===== src/rtl/attack_sequencer.sv =====
`default_nettype none
// ============================================================================
// Module      : attack_sequencer
// Description : Per-player attack timing FSM (startup/active/recovery) with
//               one-deep press buffer, hitstun cancel and swing/hit counters.
// Revision    : 1.0 - initial release
// ============================================================================
module attack_sequencer #(
  parameter int STARTUP_FRAMES  = 4,
  parameter int ACTIVE_FRAMES   = 3,
  parameter int RECOVERY_FRAMES = 8,
  parameter int BUFFER_FRAMES   = 3,
  parameter int CNT_W           = 8
) (
  input  logic             clk,
  input  logic             reset,
  input  logic             SCEN,
  input  logic             atk_btn,
  input  logic             hitstun_active,
  input  logic             opp_hit_event,
  output logic             attack_active,
  output logic             attack_busy,
  output logic [1:0]       attack_state,
  output logic             attack_start,
  output logic [CNT_W-1:0] swing_count,
  output logic [CNT_W-1:0] hit_count
);

  localparam int MAX_SA     = (STARTUP_FRAMES > ACTIVE_FRAMES) ? STARTUP_FRAMES : ACTIVE_FRAMES;
  localparam int MAX_FRAMES = (MAX_SA > RECOVERY_FRAMES) ? MAX_SA : RECOVERY_FRAMES;
  localparam int FRAME_W    = $clog2(MAX_FRAMES + 1);
  localparam int BUF_W      = (BUFFER_FRAMES > 0) ? $clog2(BUFFER_FRAMES + 1) : 1;

  localparam logic [1:0] IDLE     = 2'd0;
  localparam logic [1:0] STARTUP  = 2'd1;
  localparam logic [1:0] ACTIVE   = 2'd2;
  localparam logic [1:0] RECOVERY = 2'd3;

  logic [1:0]         state;
  logic [1:0]         state_nxt;
  logic [FRAME_W-1:0] frame_cnt;
  logic [BUF_W-1:0]   buf_cnt;
  logic               btn_q;
  logic               connected;

  logic press;
  logic frame_done;
  logic buf_pending;
  logic start_swing;
  logic score;

  assign press       = atk_btn & ~btn_q;
  assign frame_done  = (frame_cnt == '0);
  // A press on the final recovery tick counts as buffered for the chain decision.
  assign buf_pending = (buf_cnt != '0) | (press & (BUFFER_FRAMES != 0));
  assign start_swing = SCEN & ~hitstun_active &
                       (((state == IDLE) & press) |
                        ((state == RECOVERY) & frame_done & buf_pending));
  assign score       = (state == ACTIVE) & opp_hit_event & ~connected;

  function automatic logic [FRAME_W-1:0] frame_load(input logic [1:0] s);
    case (s)
      STARTUP:  frame_load = FRAME_W'(STARTUP_FRAMES - 1);
      ACTIVE:   frame_load = FRAME_W'(ACTIVE_FRAMES - 1);
      RECOVERY: frame_load = FRAME_W'(RECOVERY_FRAMES - 1);
      default:  frame_load = '0;
    endcase
  endfunction

  // State register
  always_ff @(posedge clk or negedge reset) begin
    if (!reset) begin
      state <= IDLE;
    end else begin
      state <= state_nxt;
    end
  end

  // Next-state logic; hitstun overrides every other transition
  always_comb begin
    state_nxt = state;
    if (SCEN) begin
      if (hitstun_active) begin
        state_nxt = IDLE;
      end else begin
        case (state)
          IDLE:     if (press)      state_nxt = STARTUP;
          STARTUP:  if (frame_done) state_nxt = ACTIVE;
          ACTIVE:   if (frame_done) state_nxt = RECOVERY;
          RECOVERY: if (frame_done) state_nxt = buf_pending ? STARTUP : IDLE;
          default:                  state_nxt = IDLE;
        endcase
      end
    end
  end

  // Frame counter, buffer, hit gating and statistics
  always_ff @(posedge clk or negedge reset) begin
    if (!reset) begin
      frame_cnt    <= '0;
      buf_cnt      <= '0;
      btn_q        <= 1'b0;
      connected    <= 1'b0;
      attack_start <= 1'b0;
      swing_count  <= '0;
      hit_count    <= '0;
    end else if (SCEN) begin
      btn_q        <= atk_btn;
      attack_start <= start_swing;
      if (hitstun_active) begin
        frame_cnt <= '0;
        buf_cnt   <= '0;
        connected <= 1'b0;
      end else begin
        if (state_nxt != state) begin
          frame_cnt <= frame_load(state_nxt);
        end else if (!frame_done) begin
          frame_cnt <= frame_cnt - FRAME_W'(1);
        end

        if (start_swing) begin
          buf_cnt <= '0;
        end else if (press && (state != IDLE) && (BUFFER_FRAMES != 0)) begin
          buf_cnt <= BUF_W'(BUFFER_FRAMES);
        end else if (buf_cnt != '0) begin
          buf_cnt <= buf_cnt - BUF_W'(1);
        end

        if (start_swing) begin
          connected <= 1'b0;
        end else if (score) begin
          connected <= 1'b1;
        end

        if (start_swing && (swing_count != '1)) begin
          swing_count <= swing_count + CNT_W'(1);
        end
        if (score && (hit_count != '1)) begin
          hit_count <= hit_count + CNT_W'(1);
        end
      end
    end
  end

  // Outputs decoded from registers only
  always_comb begin
    attack_state  = state;
    attack_busy   = (state != IDLE);
    attack_active = (state == ACTIVE) & ~connected;
  end

endmodule
`default_nettype wire


===== config.mk =====
export PLATFORM = sky130hd
export DESIGN_NAME = attack_sequencer
export DESIGN_NICKNAME = d
export VERILOG_FILES = /design/src/rtl/attack_sequencer.sv
export SDC_FILE = /design/constraint.sdc
export NUM_CORES = 1
export LEC_CHECK = 0
export ABC_AREA = 0
export ABC_CLOCK_PERIOD_IN_PS = 2500
export BUFFER_PORTS_ARGS = -buffer_cell sky130_fd_sc_hd__buf_2
export CAP_MARGIN = 40
export CORE_MARGIN = 4
export CORE_UTILIZATION = 55
export DETAILED_ROUTE_END_ITERATION = 16
export PLACE_DENSITY = 0.78
export SLEW_MARGIN = 20
export SYNTH_ARGS = -nofsm -noshare
export SYNTH_HDL_FRONTEND = slang
export SYNTH_SLANG_ARGS = --single-unit

===== constraint.sdc =====
create_clock -name clk -period 2.5 [get_ports clk]
set_input_delay 0.375 -clock clk [delete_from_list [all_inputs] [get_ports clk]]
set_output_delay 0.375 -clock clk [all_outputs]
set_load 0.01 [all_outputs]

==> results.py <==
metrics = {
    "pwr": {
        "p_per_area_nw_per_um2": 903.5,
        "leakagePower_nw": 0.8307,
        "irDropWorstVdd_mv": 0.6478,
    },
    "drt": {
        "wl_met2_mm": 1.538,
        "route.detailed.wl_per_inst_um": 15.86,
        "wl_mm": 3.283,
        "vias_per_cell": 6.208,
        "postRouteAntennaNets": 0,
        "vias": 1285,
        "drc": 0,
        "firstDrtPassIters": 4,
        "dr.first_iter.drc_count": 47,
        "m1WireLength_mm": 1.530,
        "wl_met3_um": 162,
        "routed.top_layer": "met4",
    },
    "yosys": {
        "synth-compound-area-share_pct": 15.77,
        "yosys_register_bits": 27,
        "synth-adder-area-share_pct": 3.864,
        "yosys_warnings": 0,
        "netlist_area_um2": 1619,
        "syn_nets": 163,
        "yosysUniqueCellTypes": 43,
        "synth-simple-area-share_pct": 23.57,
        "syn_inst": 152,
        "seq_area_frac_synth_pct": 41.73,
        "synth-async-reset-ratio_pct": 100.0,
        "synth-edff-count": 0,
        "synth_top_family_by_area": "simple AND/OR/NAND/NOR gates",
        "synth_mux_area_share_pct": 2.087,
        "ys_dominant_reg_cell": "dfrtp_1",
        "syn_area_per_cell_um2": 10.65,
        "synth_xor_area_share_pct": 7.573,
    },
    "sta": {
        "fmax_mhz": 485.0,
        "grt_setup_unrepaired": "false",
        "finalClockSkew_ns": 0.007257,
        "period_share_pct": 82.48,
        "worst_pin_slew_ns": 0.5878,
        "tns_ns": 0,
        "timing.final.max_slew_violations": 0,
        "layout_min_cycle_time_ns": 2.062,
        "setup_viol": 0,
        "hold_viol_final": 0,
        "max_slew_margin_pct": 60.81,
    },
    "worst_setup_path": {
        "crit_arrival_ns": 2.31,
        "endpoint_kind": "flip-flop",
        "startpoint_type": "flip-flop",
        "critPathKind": "flip-flop to flip-flop",
        "crit_fanout": 6,
        "cp_data_required_time_ns": 2.75,
    },
    "cts": {
        "cts_tree": "done",
        "cts_sinks": 27,
        "root_buffer": "clkbuf_4",
        "clock_latency_ns": 0.34,
        "cts_resized": 0,
        "cts_hold_buffers": 0,
        "cts_buffers": 3,
        "cts_buffer_depth": 2,
        "cts.clk_slew.worst_paths_ns": 0.17,
        "cts.htree.levels": 1,
        "postCtsSetupBuffers": 0,
    },
    "die": {
        "die_area_um2": 3876,
        "core_area_um2": 2781,
        "ios": 27,
        "die_w_um": 62.26,
        "start_util_pct": 58.21,
        "fp-row-count": 19,
        "die_h_um": 62.26,
    },
    "placed_design": {
        "port_buffers": 26,
        "hpwlAfterDp_mm": 2.465,
        "gp_congestion": 0.9761,
    },
    "layout": {
        "nets": 188,
        "multiInputGateArea_um2": 855.8,
        "regArea_um2": 675.6,
        "syn_to_final_growth_pct": 9.969,
        "fill_cells": 235,
        "post-route-util_pct": 64.01,
        "n_antenna_cell": 0,
        "drive_gt1_share_pct": 27.27,
    },
    "global_routing": {
        "grt-ovfl-total": 0,
        "grt_max_degree": 28,
        "grtUsageTotal_pct": 17.78,
        "grt_pass1_wl_mm": 5.699,
        "grt_pass1_vias": 1235,
        "grt_antenna_before_repair": 0,
    },
    "job": {
        "drv_cap": 0,
    },
    "status": {
        "outcome": "finished, final reports clean",
    },
    "worst_hold_path": {
        "hp-class": "input port to asynchronous set/reset pin",
    },
}
[layout by cell type (no fill, tap or decap), drive strengths merged, types with 2 or more instances in the layout]
master,count
a211oi,2
a21oi,11
a221o,2
a31oi,2
and3,6
buf,27
clkbuf,3
dfrtp,27
ha,5
inv,12
mux2,3
nand2,9
nand2b,2
nand3,8
nand4,3
nor2,8
nor3,4
nor3b,2
nor4,8
o21ai,3
o2bb2ai,2
xnor2,6
xor2,8
[critical path, stage by stage, from the launching register on]
cell and delay, ns:
dfrtp_1 0.46, inv_1 0.10, ha_1 0.19, nor3b_4 0.34, nand3_1 0.12, o22ai_1 0.31
o21bai_1 0.11, a311o_1 0.35
[cell families (layout without fill, tap and decap cells)]
family / after synthesis / in the layout
AOI/OAI and AO/OA: 31 / 31
xor gates and xnor gates: 14 / 14
adders and majority gates: 5 / 5
buffers and inverters: 18 / 42
DFF: 27 / 27
muxes: 3 / 3
and+or+nand+nor: 54 / 54
[metal layers]
metal	vias to the layer above	GRT usage [%]
li1	612	-
met2	49	28.11
met4	0	7.427
met3	8	3.423
met1	616	23.76
met5	-	0
[per-stage QoR]
stage | instances | hold WS [ns] | power [mW] | area, µm² | setup slack [ns]
6_report | 207 | 0.002243 | 1.609 | 1780 | 0.4380
5_1_grt | 207 | 0.01487 | 1.731 | 1780 | 0.3303
4_1_cts | 207 | 0.02172 | 1.608 | 1780 | 0.4554
3_5_place_dp | 203 | 0.4138 | 1.398 | 1749 | 0.4864
3_3_place_gp | 203 | 0.4089 | 1.362 | 1749 | 0.5595
2_1_floorplan | 152 | 0.07941 | 1.204 | 1619 | 0.6593
[final timing paths]
check / from / to / slack, ns / cells after the start
hold / removal: reset / attack_state[1] / 0.002 / 1
setup / recovery: frame_cnt[0] / frame_cnt[1] / 0.44 / 7
setup reg to reg: frame_cnt[0] / frame_cnt[1] / 0.44 / 7
max in group asynchronous: reset / hit_count[6] / 2.11 / 1
min in group clk: atk_btn / btn_q / 0.29 / 2
hold reg to reg: swing_count[7] / swing_count[7] / 0.50 / 1
[report_power, final]
part           internal [mW]  switching [mW]  leakage (nW)  total (mW)
sequential             0.542           0.155         0.357       0.698
combinational          0.299           0.396         0.455       0.695
clock                 0.0655           0.150        0.0183       0.215
total                  0.907           0.702         0.831        1.61
[final cells by class]
| cell class | instances | share of cell area [%] |
|---|---|---|
| multi-input combinational | 107 | 48.07 |
| inverter | 11 | 2.319 |
| tap | 31 | 2.178 |
| sequential | 27 | 37.95 |
| clock inverter | 1 | 0.4919 |
| clock buffer | 3 | 1.265 |
| timing repair buffer | 27 | 7.730 |
[registers in the layout, summed over array words and instances, names as in the netlist]
| register | flops |
|---|---|
| hit_count | 8 |
| swing_count | 8 |
| frame_cnt | 4 |
| attack_state | 2 |
| buf_cnt | 2 |
| attack_start | 1 |
| btn_q | 1 |
| connected | 1 |
[cell usage after synthesis, drive strengths merged (5+ instances only)]
cell type   n  area share, %
a21oi      11            4.1
xnor2       6            3.2
nand3       8            2.5
nor4        8            5.8
xor2        8            4.3
nor2        8            1.9
buf         7            2.9
and3        6            2.3
nand2       9            2.2
dfrtp      27             42
ha          5            3.9
inv        11            2.6
No activity file was read; power rests on OpenSTA's default activity.
